File: src/rtl/pdm_modulator_if.sv
// PCM sample handshake between an audio source and the PDM modulator.
// The source drives data_i/valid_i; the modulator answers with ready_o.
interface pdm_modulator_if;
    logic signed [15:0] data_i;
    logic               valid_i;
    logic               ready_o;

    modport master (
        output data_i,
        output valid_i,
        input  ready_o
    );

    modport slave (
        input  data_i,
        input  valid_i,
        output ready_o
    );
endinterface

File: src/rtl/pdm_modulator.sv
// Second-order sigma-delta PDM modulator for a mono class-D amplifier.
// Takes one signed 16-bit PCM sample per OSR bits and emits a 1-bit stream.
module pdm_modulator #(
    parameter int CLK_DIV = 32,
    parameter int OSR     = 64
) (
    input  logic           clk_i,
    input  logic           rst_i,
    input  logic           en_i,
    pdm_modulator_if.slave pcm,
    output logic           pdm_clk_o,
    output logic           pdm_data_o,
    output logic           aud_sd_o,
    output logic           underrun_o,
    output logic           clip_o
);
    localparam int DATA_W = 16;
    localparam int ACC1_W = 20;
    localparam int ACC2_W = 24;
    localparam int SUM_W  = ACC2_W + 2;
    localparam int DIV_W  = $clog2(CLK_DIV);
    localparam int OSR_W  = $clog2(OSR);

    localparam logic [DIV_W-1:0] DIV_LAST = DIV_W'(CLK_DIV - 1);
    localparam logic [DIV_W-1:0] DIV_HALF = DIV_W'(CLK_DIV / 2);
    localparam logic [OSR_W-1:0] OSR_LAST = OSR_W'(OSR - 1);

    localparam logic signed [DATA_W-1:0] PCM_MAX  = 16'sd24575;
    localparam logic signed [DATA_W-1:0] PCM_MIN  = -16'sd24576;
    localparam logic signed [ACC1_W-1:0] FB1_POS  = 20'sd32768;
    localparam logic signed [ACC1_W-1:0] FB1_NEG  = -20'sd32768;
    localparam logic signed [SUM_W-1:0]  FB2_POS  = 26'sd32768;
    localparam logic signed [SUM_W-1:0]  FB2_NEG  = -26'sd32768;
    localparam logic signed [SUM_W-1:0]  ACC2_MAX = 26'sd8388607;
    localparam logic signed [SUM_W-1:0]  ACC2_MIN = -26'sd8388608;

    typedef enum logic [0:0] {
        IDLE = 1'b0,
        RUN  = 1'b1
    } state_t;

    // Keeps the modulator input at 0.75 full scale so the loop stays stable.
    function automatic logic signed [DATA_W-1:0] clamp_pcm(input logic signed [DATA_W-1:0] x);
        if (x > PCM_MAX) begin
            return PCM_MAX;
        end else if (x < PCM_MIN) begin
            return PCM_MIN;
        end
        return x;
    endfunction

    function automatic logic pcm_clipped(input logic signed [DATA_W-1:0] x);
        return (x > PCM_MAX) || (x < PCM_MIN);
    endfunction

    function automatic logic signed [ACC2_W-1:0] sat_acc2(input logic signed [SUM_W-1:0] x);
        if (x > ACC2_MAX) begin
            return ACC2_W'(ACC2_MAX);
        end else if (x < ACC2_MIN) begin
            return ACC2_W'(ACC2_MIN);
        end
        return x[ACC2_W-1:0];
    endfunction

    state_t                     state_q, state_d;
    logic [DIV_W-1:0]           div_q, div_d;
    logic                       pclk_q, pclk_d;
    logic                       hold_full_q, hold_full_d;
    logic signed [DATA_W-1:0]   hold_data_q, hold_data_d;
    logic signed [DATA_W-1:0]   cur_q, cur_d;
    logic [OSR_W-1:0]           osr_q, osr_d;
    logic signed [ACC1_W-1:0]   acc1_q, acc1_d;
    logic signed [ACC2_W-1:0]   acc2_q, acc2_d;
    logic                       out_q, out_d;
    logic                       underrun_q, underrun_d;
    logic                       clip_q, clip_d;

    logic                       tick;
    logic                       capture;
    logic                       consume;
    logic signed [ACC1_W-1:0]   fb1;
    logic signed [SUM_W-1:0]    fb2;
    logic signed [ACC1_W-1:0]   x_ext;
    logic signed [ACC1_W-1:0]   acc1_nxt;
    logic signed [SUM_W-1:0]    acc2_sum;
    logic signed [ACC2_W-1:0]   acc2_nxt;

    always_comb begin
        state_d     = state_q;
        osr_d       = osr_q;
        acc1_d      = acc1_q;
        acc2_d      = acc2_q;
        out_d       = out_q;
        cur_d       = cur_q;
        underrun_d  = underrun_q;
        consume     = 1'b0;

        tick        = (div_q == DIV_LAST);
        div_d       = tick ? '0 : div_q + 1'b1;
        // Registered from the next count so the clock rises with each new bit.
        pclk_d      = (div_d < DIV_HALF);

        capture     = pcm.valid_i & ~hold_full_q;
        clip_d      = capture & pcm_clipped(pcm.data_i);
        hold_data_d = capture ? clamp_pcm(pcm.data_i) : hold_data_q;

        fb1      = out_q ? FB1_POS : FB1_NEG;
        fb2      = out_q ? FB2_POS : FB2_NEG;
        x_ext    = {{(ACC1_W - DATA_W){cur_q[DATA_W-1]}}, cur_q};
        acc1_nxt = acc1_q + x_ext - fb1;
        acc2_sum = {{(SUM_W - ACC2_W){acc2_q[ACC2_W-1]}}, acc2_q}
                 + {{(SUM_W - ACC1_W){acc1_nxt[ACC1_W-1]}}, acc1_nxt}
                 - fb2;
        acc2_nxt = sat_acc2(acc2_sum);

        case (state_q)
            IDLE: begin
                osr_d      = '0;
                acc1_d     = '0;
                acc2_d     = '0;
                out_d      = 1'b0;
                underrun_d = 1'b0;
                if (tick && en_i && hold_full_q) begin
                    state_d = RUN;
                    cur_d   = hold_data_q;
                    consume = 1'b1;
                end
            end
            RUN: begin
                if (!en_i) begin
                    state_d    = IDLE;
                    osr_d      = '0;
                    acc1_d     = '0;
                    acc2_d     = '0;
                    out_d      = 1'b0;
                    underrun_d = 1'b0;
                end else if (tick) begin
                    acc1_d = acc1_nxt;
                    acc2_d = acc2_nxt;
                    out_d  = ~acc2_nxt[ACC2_W-1];
                    osr_d  = (osr_q == OSR_LAST) ? '0 : osr_q + 1'b1;
                    // Sample boundary: the current sample is repeated on a miss.
                    if (osr_q == OSR_LAST) begin
                        if (hold_full_q) begin
                            cur_d   = hold_data_q;
                            consume = 1'b1;
                        end else begin
                            underrun_d = 1'b1;
                        end
                    end
                end
            end
            default: state_d = IDLE;
        endcase

        hold_full_d = capture | (hold_full_q & ~consume);
    end

    always_ff @(posedge clk_i) begin
        if (rst_i) begin
            state_q     <= IDLE;
            div_q       <= '0;
            pclk_q      <= 1'b0;
            hold_full_q <= 1'b0;
            osr_q       <= '0;
            acc1_q      <= '0;
            acc2_q      <= '0;
            out_q       <= 1'b0;
            underrun_q  <= 1'b0;
            clip_q      <= 1'b0;
        end else begin
            state_q     <= state_d;
            div_q       <= div_d;
            pclk_q      <= pclk_d;
            hold_full_q <= hold_full_d;
            osr_q       <= osr_d;
            acc1_q      <= acc1_d;
            acc2_q      <= acc2_d;
            out_q       <= out_d;
            underrun_q  <= underrun_d;
            clip_q      <= clip_d;
        end
    end

    // Sample registers carry no reset; hold_full and the FSM qualify them.
    always_ff @(posedge clk_i) begin
        hold_data_q <= hold_data_d;
        cur_q       <= cur_d;
    end

    assign pcm.ready_o = ~hold_full_q;
    assign pdm_clk_o   = pclk_q;
    assign pdm_data_o  = out_q;
    assign aud_sd_o    = (state_q == RUN);
    assign underrun_o  = underrun_q;
    assign clip_o      = clip_q;

endmodule

File: src/flat_wrapper.sv
// flat-port wrapper written by rule: the top's interface ports become plain ports
module pdm_modulator_flat 
#(
    parameter int CLK_DIV = 32,
    parameter int OSR     = 64
)
  (clk_i, rst_i, en_i, pdm_clk_o, pdm_data_o, aud_sd_o, underrun_o, clip_o, pcm_data_i, pcm_valid_i, pcm_ready_o);
  pdm_modulator_if pcm_i ();
  input  logic clk_i;
  input  logic rst_i;
  input  logic en_i;
  output logic pdm_clk_o;
  output logic pdm_data_o;
  output logic aud_sd_o;
  output logic underrun_o;
  output logic clip_o;
  input wire logic [$bits(pcm_i.data_i)-1:0] pcm_data_i;
  input wire logic [$bits(pcm_i.valid_i)-1:0] pcm_valid_i;
  output wire logic [$bits(pcm_i.ready_o)-1:0] pcm_ready_o;
  assign pcm_i.data_i = pcm_data_i;
  assign pcm_i.valid_i = pcm_valid_i;
  assign pcm_ready_o = pcm_i.ready_o;
  pdm_modulator #(.CLK_DIV(CLK_DIV), .OSR(OSR)) u_core (.clk_i(clk_i), .rst_i(rst_i), .en_i(en_i), .pcm(pcm_i), .pdm_clk_o(pdm_clk_o), .pdm_data_o(pdm_data_o), .aud_sd_o(aud_sd_o), .underrun_o(underrun_o), .clip_o(clip_o));
endmodule
File: config.mk
export PLATFORM = sky130hd
export DESIGN_NAME = pdm_modulator_flat
export DESIGN_NICKNAME = d
export VERILOG_FILES = /design/src/rtl/pdm_modulator_if.sv /design/src/rtl/pdm_modulator.sv /design/src/flat_wrapper.sv
export SDC_FILE = /design/constraint.sdc
export NUM_CORES = 1
export LEC_CHECK = 0
export ABC_AREA = 1
export CAP_MARGIN = 20
export CORE_UTILIZATION = 62
export CTS_CLUSTER_DIAMETER = 200
export DETAILED_ROUTE_END_ITERATION = 8
export MAX_ROUTING_LAYER = met4
export PLACE_DENSITY = 0.81
export SYNTH_ARGS = -nofsm -noshare
export SYNTH_HDL_FRONTEND = slang
export SYNTH_SLANG_ARGS = --single-unit
File: constraint.sdc
create_clock -name clk_i -period 5.75 [get_ports clk_i]
set_input_delay 1.725 -clock clk_i [delete_from_list [all_inputs] [get_ports clk_i]]
set_output_delay 1.725 -clock clk_i [all_outputs]
set_load 0.1 [all_outputs]
## Word-level counts from Yosys, hierarchy flattened

Index checks and enable logic that the tools add are counted.

- Word-level logic and storage cells: 91
- Bits in registers: 93
- Bits of input ports: 20
- Output and inout port bits: 6

- Equality and inequality tests: 10
- Order comparisons: 5
- Reductions and logical operators: 5
- Bitwise logic cells: 8
- Mux-type cells: 45
- Add/sub/neg operators: 6

Operators with widths:

| cell | count |
|---|---|
| two-way mux 16 bit | 8 |
| two-way mux 24 bit | 5 |
| two-way mux 20 bit | 3 |
| one-hot mux 24 bit (2 select lines) | 1 |
| one-hot mux 20 bit (2 select lines) | 1 |
| one-hot mux 16 bit (2 select lines) | 1 |
| greater-than comparator 26 x 24 -> 1 bit, second input constant | 1 |
| less-than comparator 26 x 24 -> 1 bit, second input constant | 1 |
| two-way mux 26 bit | 1 |
| subtractor 26 bit | 1 |
| adder 24 x 20 -> 25 bit | 1 |
| adder 20 x 16 -> 20 bit | 1 |
| subtractor 20 bit | 1 |
| two-way mux 6 bit | 3 |
| greater-than comparator 16 bit, second input constant | 1 |
| less-than comparator 16 bit, second input constant | 1 |
| two-way mux 1 bit | 16 |
| one-hot mux 6 bit (2 select lines) | 1 |
| inequality test 3 bit, second input constant | 3 |
| inequality test 2 bit, second input constant | 4 |
| one-hot mux 1 bit (2 select lines) | 4 |
| adder 6 x 1 -> 6 bit, second input constant | 1 |
| == test 6 bit, second input constant | 1 |
| adder 5 x 1 -> 5 bit, second input constant | 1 |
| other kinds (11) | 17 |

## Depth between registers and ports, before layout

- Depth in word-level cells: 12
- Mapped depth: 40
- Depth with buffers taken out: 39

## Worst setup path after synthesis

No wires, ideal clock.

- Kind: register to register
- Start point: register u_core.out_q (netlist: u_core.pdm_data_o)
- End point: register u_core.acc2_q[14]
- Setup time: 0.139 ns
- Data required time: 5.611 ns
- Cell stages (with the launch flop): 29
- Arrival: 5.855 ns
- Setup slack: -0.243 ns
- Cell sequence: dfxtp_1 -> inv_1 -> fa_1 -> inv_1 -> ha_1 -> nand2_1 -> nor4_1 -> o21ai_0 -> nand3_1 -> xor2_1 -> inv_1 -> ha_1 -> inv_1 -> nor3_1 -> nor3b_1 -> nand3_1 -> nand3_1 -> xor2_1 -> ha_1 -> inv_1 -> nor4_1 -> nand3_2 -> nand3_1 -> nand3_1 -> nand2_1 -> buf_4 -> nand3_1 -> nand2_1 -> a21oi_2

- Word-level cells in the longest chain between the ends: 11
- Elaborated cells on any way between the ends: 14
- Classes of those cells: 3 x add/sub; 2 x order compare; 9 x mux

Ends and longest elaborated chain:

| what | line | source |
|---|---|---|
| start: declaration | pdm_modulator.sv:74 | `logic out_q, out_d;` |
| start signal: assignment | pdm_modulator.sv:179 | `out_q <= out_d;` |
| two-way mux 20 bit | pdm_modulator.sv:107 | `fb1 = out_q ? FB1_POS : FB1_NEG;` |
| subtractor 20 bit | pdm_modulator.sv:110 | `acc1_nxt = acc1_q + x_ext - fb1;` |
| adder 24 x 20 -> 25 bit | pdm_modulator.sv:112 | `+ {{(SUM_W - ACC1_W){acc1_nxt[ACC1_W-1]}}, acc1_nxt}` |
| subtractor 26 bit * | pdm_modulator.sv:113 | `- fb2;` |
| less-than comparator 26 x 24 -> 1 bit | pdm_modulator.sv:59 | `end else if (x < ACC2_MIN) begin` |
| two-way mux 1 bit | pdm_modulator.sv:59 |  |
| two-way mux 1 bit | pdm_modulator.sv:57 | `if (x > ACC2_MAX) begin` |
| two-way mux 24 bit * | pdm_modulator.sv:62 | `return x[ACC2_W-1:0];` |
| two-way mux 24 bit * | pdm_modulator.sv:137 | `end else if (tick) begin` |
| two-way mux 24 bit * | pdm_modulator.sv:130 | `if (!en_i) begin` |
| one-hot mux 24 bit (2 select lines) * | pdm_modulator.sv:116 | `case (state_q)` |
| end signal: assignment | pdm_modulator.sv:167 | `acc2_q <= '0;` |
| end signal: assignment | pdm_modulator.sv:178 | `acc2_q <= acc2_d;` |
| end: declaration | pdm_modulator.sv:73 | `logic signed [ACC2_W-1:0] acc2_q, acc2_d;` |

Mark *: on every way between the ends. The rest lies on a longest branch, timed or not. The select of a mux whose other input is x is not followed.
A chain may end at the register's enable or synchronous reset.

## Worst setup path in the final report

- Start point: register u_core.cur_q[15]
- End point: register u_core.acc2_q[7]

- Word-level cells in the longest chain between the ends: 11
- Elaborated cells on any way between the ends: 13
- Classes of those cells: 4 x add/sub; 2 x order compare; 7 x mux

Ends and longest elaborated chain:

| what | line | source |
|---|---|---|
| start: declaration | pdm_modulator.sv:70 | `logic signed [DATA_W-1:0] cur_q, cur_d;` |
| start signal: assignment | pdm_modulator.sv:188 | `cur_q <= cur_d;` |
| adder 20 x 16 -> 20 bit * | pdm_modulator.sv:110 |  |
| subtractor 20 bit * | pdm_modulator.sv:110 |  |
| adder 24 x 20 -> 25 bit * | pdm_modulator.sv:112 |  |
| subtractor 26 bit * | pdm_modulator.sv:113 |  |
| less-than comparator 26 x 24 -> 1 bit | pdm_modulator.sv:59 |  |
| two-way mux 1 bit | pdm_modulator.sv:59 |  |
| two-way mux 1 bit | pdm_modulator.sv:57 |  |
| two-way mux 24 bit * | pdm_modulator.sv:62 |  |
| two-way mux 24 bit * | pdm_modulator.sv:137 |  |
| two-way mux 24 bit * | pdm_modulator.sv:130 |  |
| one-hot mux 24 bit (2 select lines) * | pdm_modulator.sv:116 |  |

Marked as above.

==> summary.md <==
| Metric | Value |
|---|---|
| Crit path required time | 6070 ps |
| CP Launch Type | register |
| Final-stage net count | 1,020 |
| Via density | 5.60 |
| Mapped Area | 0.00671 mm2 |
| Hold depth | 0 |
| Routability congestion estimate | 0.984 |
| # diodes | 0 |
| CTS H-Tree Depth | 3 |
| #FFs+latches synth | 93 |
| Clk pwr share | 0.362 |
| Worst path max stage delay | 480 ps |
| Clock tree root buffer cell | clkbuf_8 |
| # DRC | 0 |
| DRT iter0 DRCs | 450 |
| Met3 global-route usage | 0.0380 |
| Cells after Synth | 882 |
| Top Usage Layer GRT | met2 |
| Number of CTS-inserted buffers | 9 |
| Initial core utilization | 0.644 |
| Peak VDD IR | 232 uV |
| Max-cap viol count | 0 |
| Post-synth top flop | dfxtp_1 |
| Pint | 877 uW |
| Post-layout util | 0.744 |
| Critical path type | reg -> reg |
| PD cells | 150 mW/mm2 |
| Die width | 106 um |
| CORE AREA | 0.0104 mm2 |
| Mapped Avg Cell Area | 7.61 um2 |
| Fillcell total | 763 |
| Grt met1 use | 0.349 |
| Grt met2 use | 0.457 |
| RR Endpoint | u_core.acc2_q[7]$_SDFFE_PP0P_ |
| Vias in the first global route | 5,407 |
| Setup violations, final | 0 |
| Io pins | 26 |
| Net Sw Power | 289 uW |
| Worst skew pair latency | 380 ps |
| Most used cell, CP | nand3_1 |
| Reg power frac | 0.596 |
| Switching Share | 0.248 |
| Fin crit period | 5530 ps |
| Die height | 106 um |
| Share of layout cells above drive strength 1 | 0.139 |
| Worst Hold Endpoint | u_core.cur_q[3]$_DFFE_PP_ |
| Clock Tree Buf Depth | 2 |
| Clock sink count | 93 |
| Initial antenna violation count | 0 |
| Reg2reg start | u_core.cur_q[15]$_DFFE_PP_ |
| Total placed cells including tap cells | 1,035 |
| HPWL after detailed placement | 10,800 um |
| Synth top area share | 0.182 |
| Via count | 5,938 |
| Count of pins over their slew limit | 0 |
| Number of synthesized flops with an enable pin | 32 |
| GRT Total Usage | 0.281 |
| Wire length per cell | 14.6 um |
| Synth Net Count | 982 |
| Worst Min Path Start | u_core.hold_data_q[3]$_DFFE_PP_ |
| Synth warn | 0 |
| Hold WC Path Type | reg -> reg |
| Clock transition at path regs | 100 ps |
| Number of port buffers | 25 |
| Fin Clk Skew | 9.51 ps |
| Final Hold Fails | 0 |
| Seq/Total Area, Yosys | 0.325 |
| Final period util | 0.962 |
| FF-to-FF setup slack | 220 ps |
| Post-synth ARST share | 0 |
| CP startpoint | u_core.cur_q[15]$_DFFE_PP_ |
| First-pass GRT wire length | 24,400 um |
| Area grow syn2layout | 15.5% |
| Combinational power share | 0.042 |
| Lkg Pwr | 0.00336 uW |
| Tightest Pin Transition | 968 ps |
| Reg2reg path depth | 28 |
| Gr ovfl total | 0 |
| Routed wire length | 15,500 um |
| Final cell count without fillers | 1,061 |
| Largest net degree at the start of global routing | 55 |
| Antenna-violating nets left | 0 |
| CP max FO | 6 |
| Row cnt | 37 |
| Most common cell in the synthesized netlist | nand2_1 |
| Synth cell count leaders | nand2_1 (225), inv_1 (132), a21oi_1 (87) |
| Critical path's slowest cell | fa_1 |
| Synth cell types | 42 |
| Rel. slew slack | 0.353 |
| Outcome | completed |
| CTS tree | built |
| Pre-Repair DR Iteration Count | 5 |
| Dominant cell type by area after synthesis | dfxtp_1 |
| Hold_buf cts | 0 |
| Top achievable clock speed | 181 MHz |
| Synth area leaders | dfxtp_1 (18%), edfxtp_1 (14%), ha_1 (14%) |
| DIE AREA | 0.0112 mm2 |
| Crit path arrival time | 5850 ps |
| Crit. End Element | register |
## cells by family (layout without fill, tap and decap cells)
group,Yosys count,in the layout,synth area share
AOI/OAI and AO/OA,162,162,0.142
DFF,93,93,0.325
and+or+nand+nor,345,345,0.220
adders and majority gates,80,80,0.155
xor gates and xnor gates,46,46,0.0600
buffers and inverters,156,199,0.0982
## power groups by stage
stage	registers [uW]	logic, uW	clock network, uW
after floorplan	712	26.0	0
after global placement	709	47.5	0
after detailed placement	710	49.5	0
after CTS	694	49.6	432
after global routing	695	54.4	457
final	694	49.0	422
## worst max path at each step
stage                                          end  depth (start not counted)
floorplan           u_core.acc2_q[14]$_SDFFE_PP0P_                         28
global placement    u_core.acc2_q[20]$_SDFFE_PP0P_                         27
detailed placement   u_core.acc2_q[7]$_SDFFE_PP0P_                         27
CTS                  u_core.acc2_q[7]$_SDFFE_PP0P_                         27
global route         u_core.acc2_q[7]$_SDFFE_PP0P_                         29
finish               u_core.acc2_q[7]$_SDFFE_PP0P_                         28
## final cells by class
cell class	instances	area, um2	area share
Clock buffer	9	124	0.0160
Timing Repair Buffer	50	513	0.0662
Inverter	133	499	0.0644
Clock inverter	7	61.3	0.00791
Tap cell	136	170	0.0220
Multi-Input combinational cell	633	4200	0.541
Sequential cell	93	2190	0.282
## critical path: cells and delay by family (launching register included)
kind	cells	cell delay [ps]
buf+inv	6	860
simple gates	12	1630
compound gates	4	770
fa+ha+maj	4	1390
flops	1	430
xor+xnor	2	380
## cell usage in the layout (no fill, tap or decap), drive strengths merged, types with 16 or more instances in the layout
cell,n
nand3,53
dfxtp,61
a21oi,108
clkdlybuf4s50,24
nor2,29
ha,75
inv,138
xor2,30
o21ai,33
xnor2,16
nand2,233
edfxtp,32
buf,24
## stage by stage
step | hold slack (ps) | power (uW) | instance area, um2 | TNS (ps) | setup WS (ps)
6_report | 427 | 1170 | 7750 | 0 | 219
5_1_grt | 438 | 1210 | 7750 | -1490 | -89.3
4_1_cts | 429 | 1180 | 7310 | 0 | 0.933
3_5_place_dp | 405 | 759 | 7120 | 0 | 18.1
3_3_place_gp | 401 | 756 | 7120 | 0 | 172
2_1_floorplan | 400 | 738 | 6710 | 0 | 294
## registers in the layout (all words and copies together) (netlist names)
name and count:
u_core.aud_sd_o 1, u_core.div_q 5, u_core.pdm_clk_o 1, u_core.acc1_q 20, u_core.hold_data_q 16, u_core.hold_full_q 1
u_core.clip_o 1, u_core.underrun_o 1, u_core.osr_q 6, u_core.acc2_q 24, u_core.cur_q 16, u_core.pdm_data_o 1
## repair_timing
item	4_1_cts	5_1_grt
resized for setup	0	62
endpoints found under the setup margin	0	24
buffers inserted	0	7
## per-layer routing
metal | up-vias | wire length, um
met5 | - | 0
met4 | 0 | 444
met3 | 32 | 907
met2 | 200 | 7470
met1 | 2735 | 6720
li1 | 2971 | -
No activity file was read; power rests on OpenSTA's default activity.
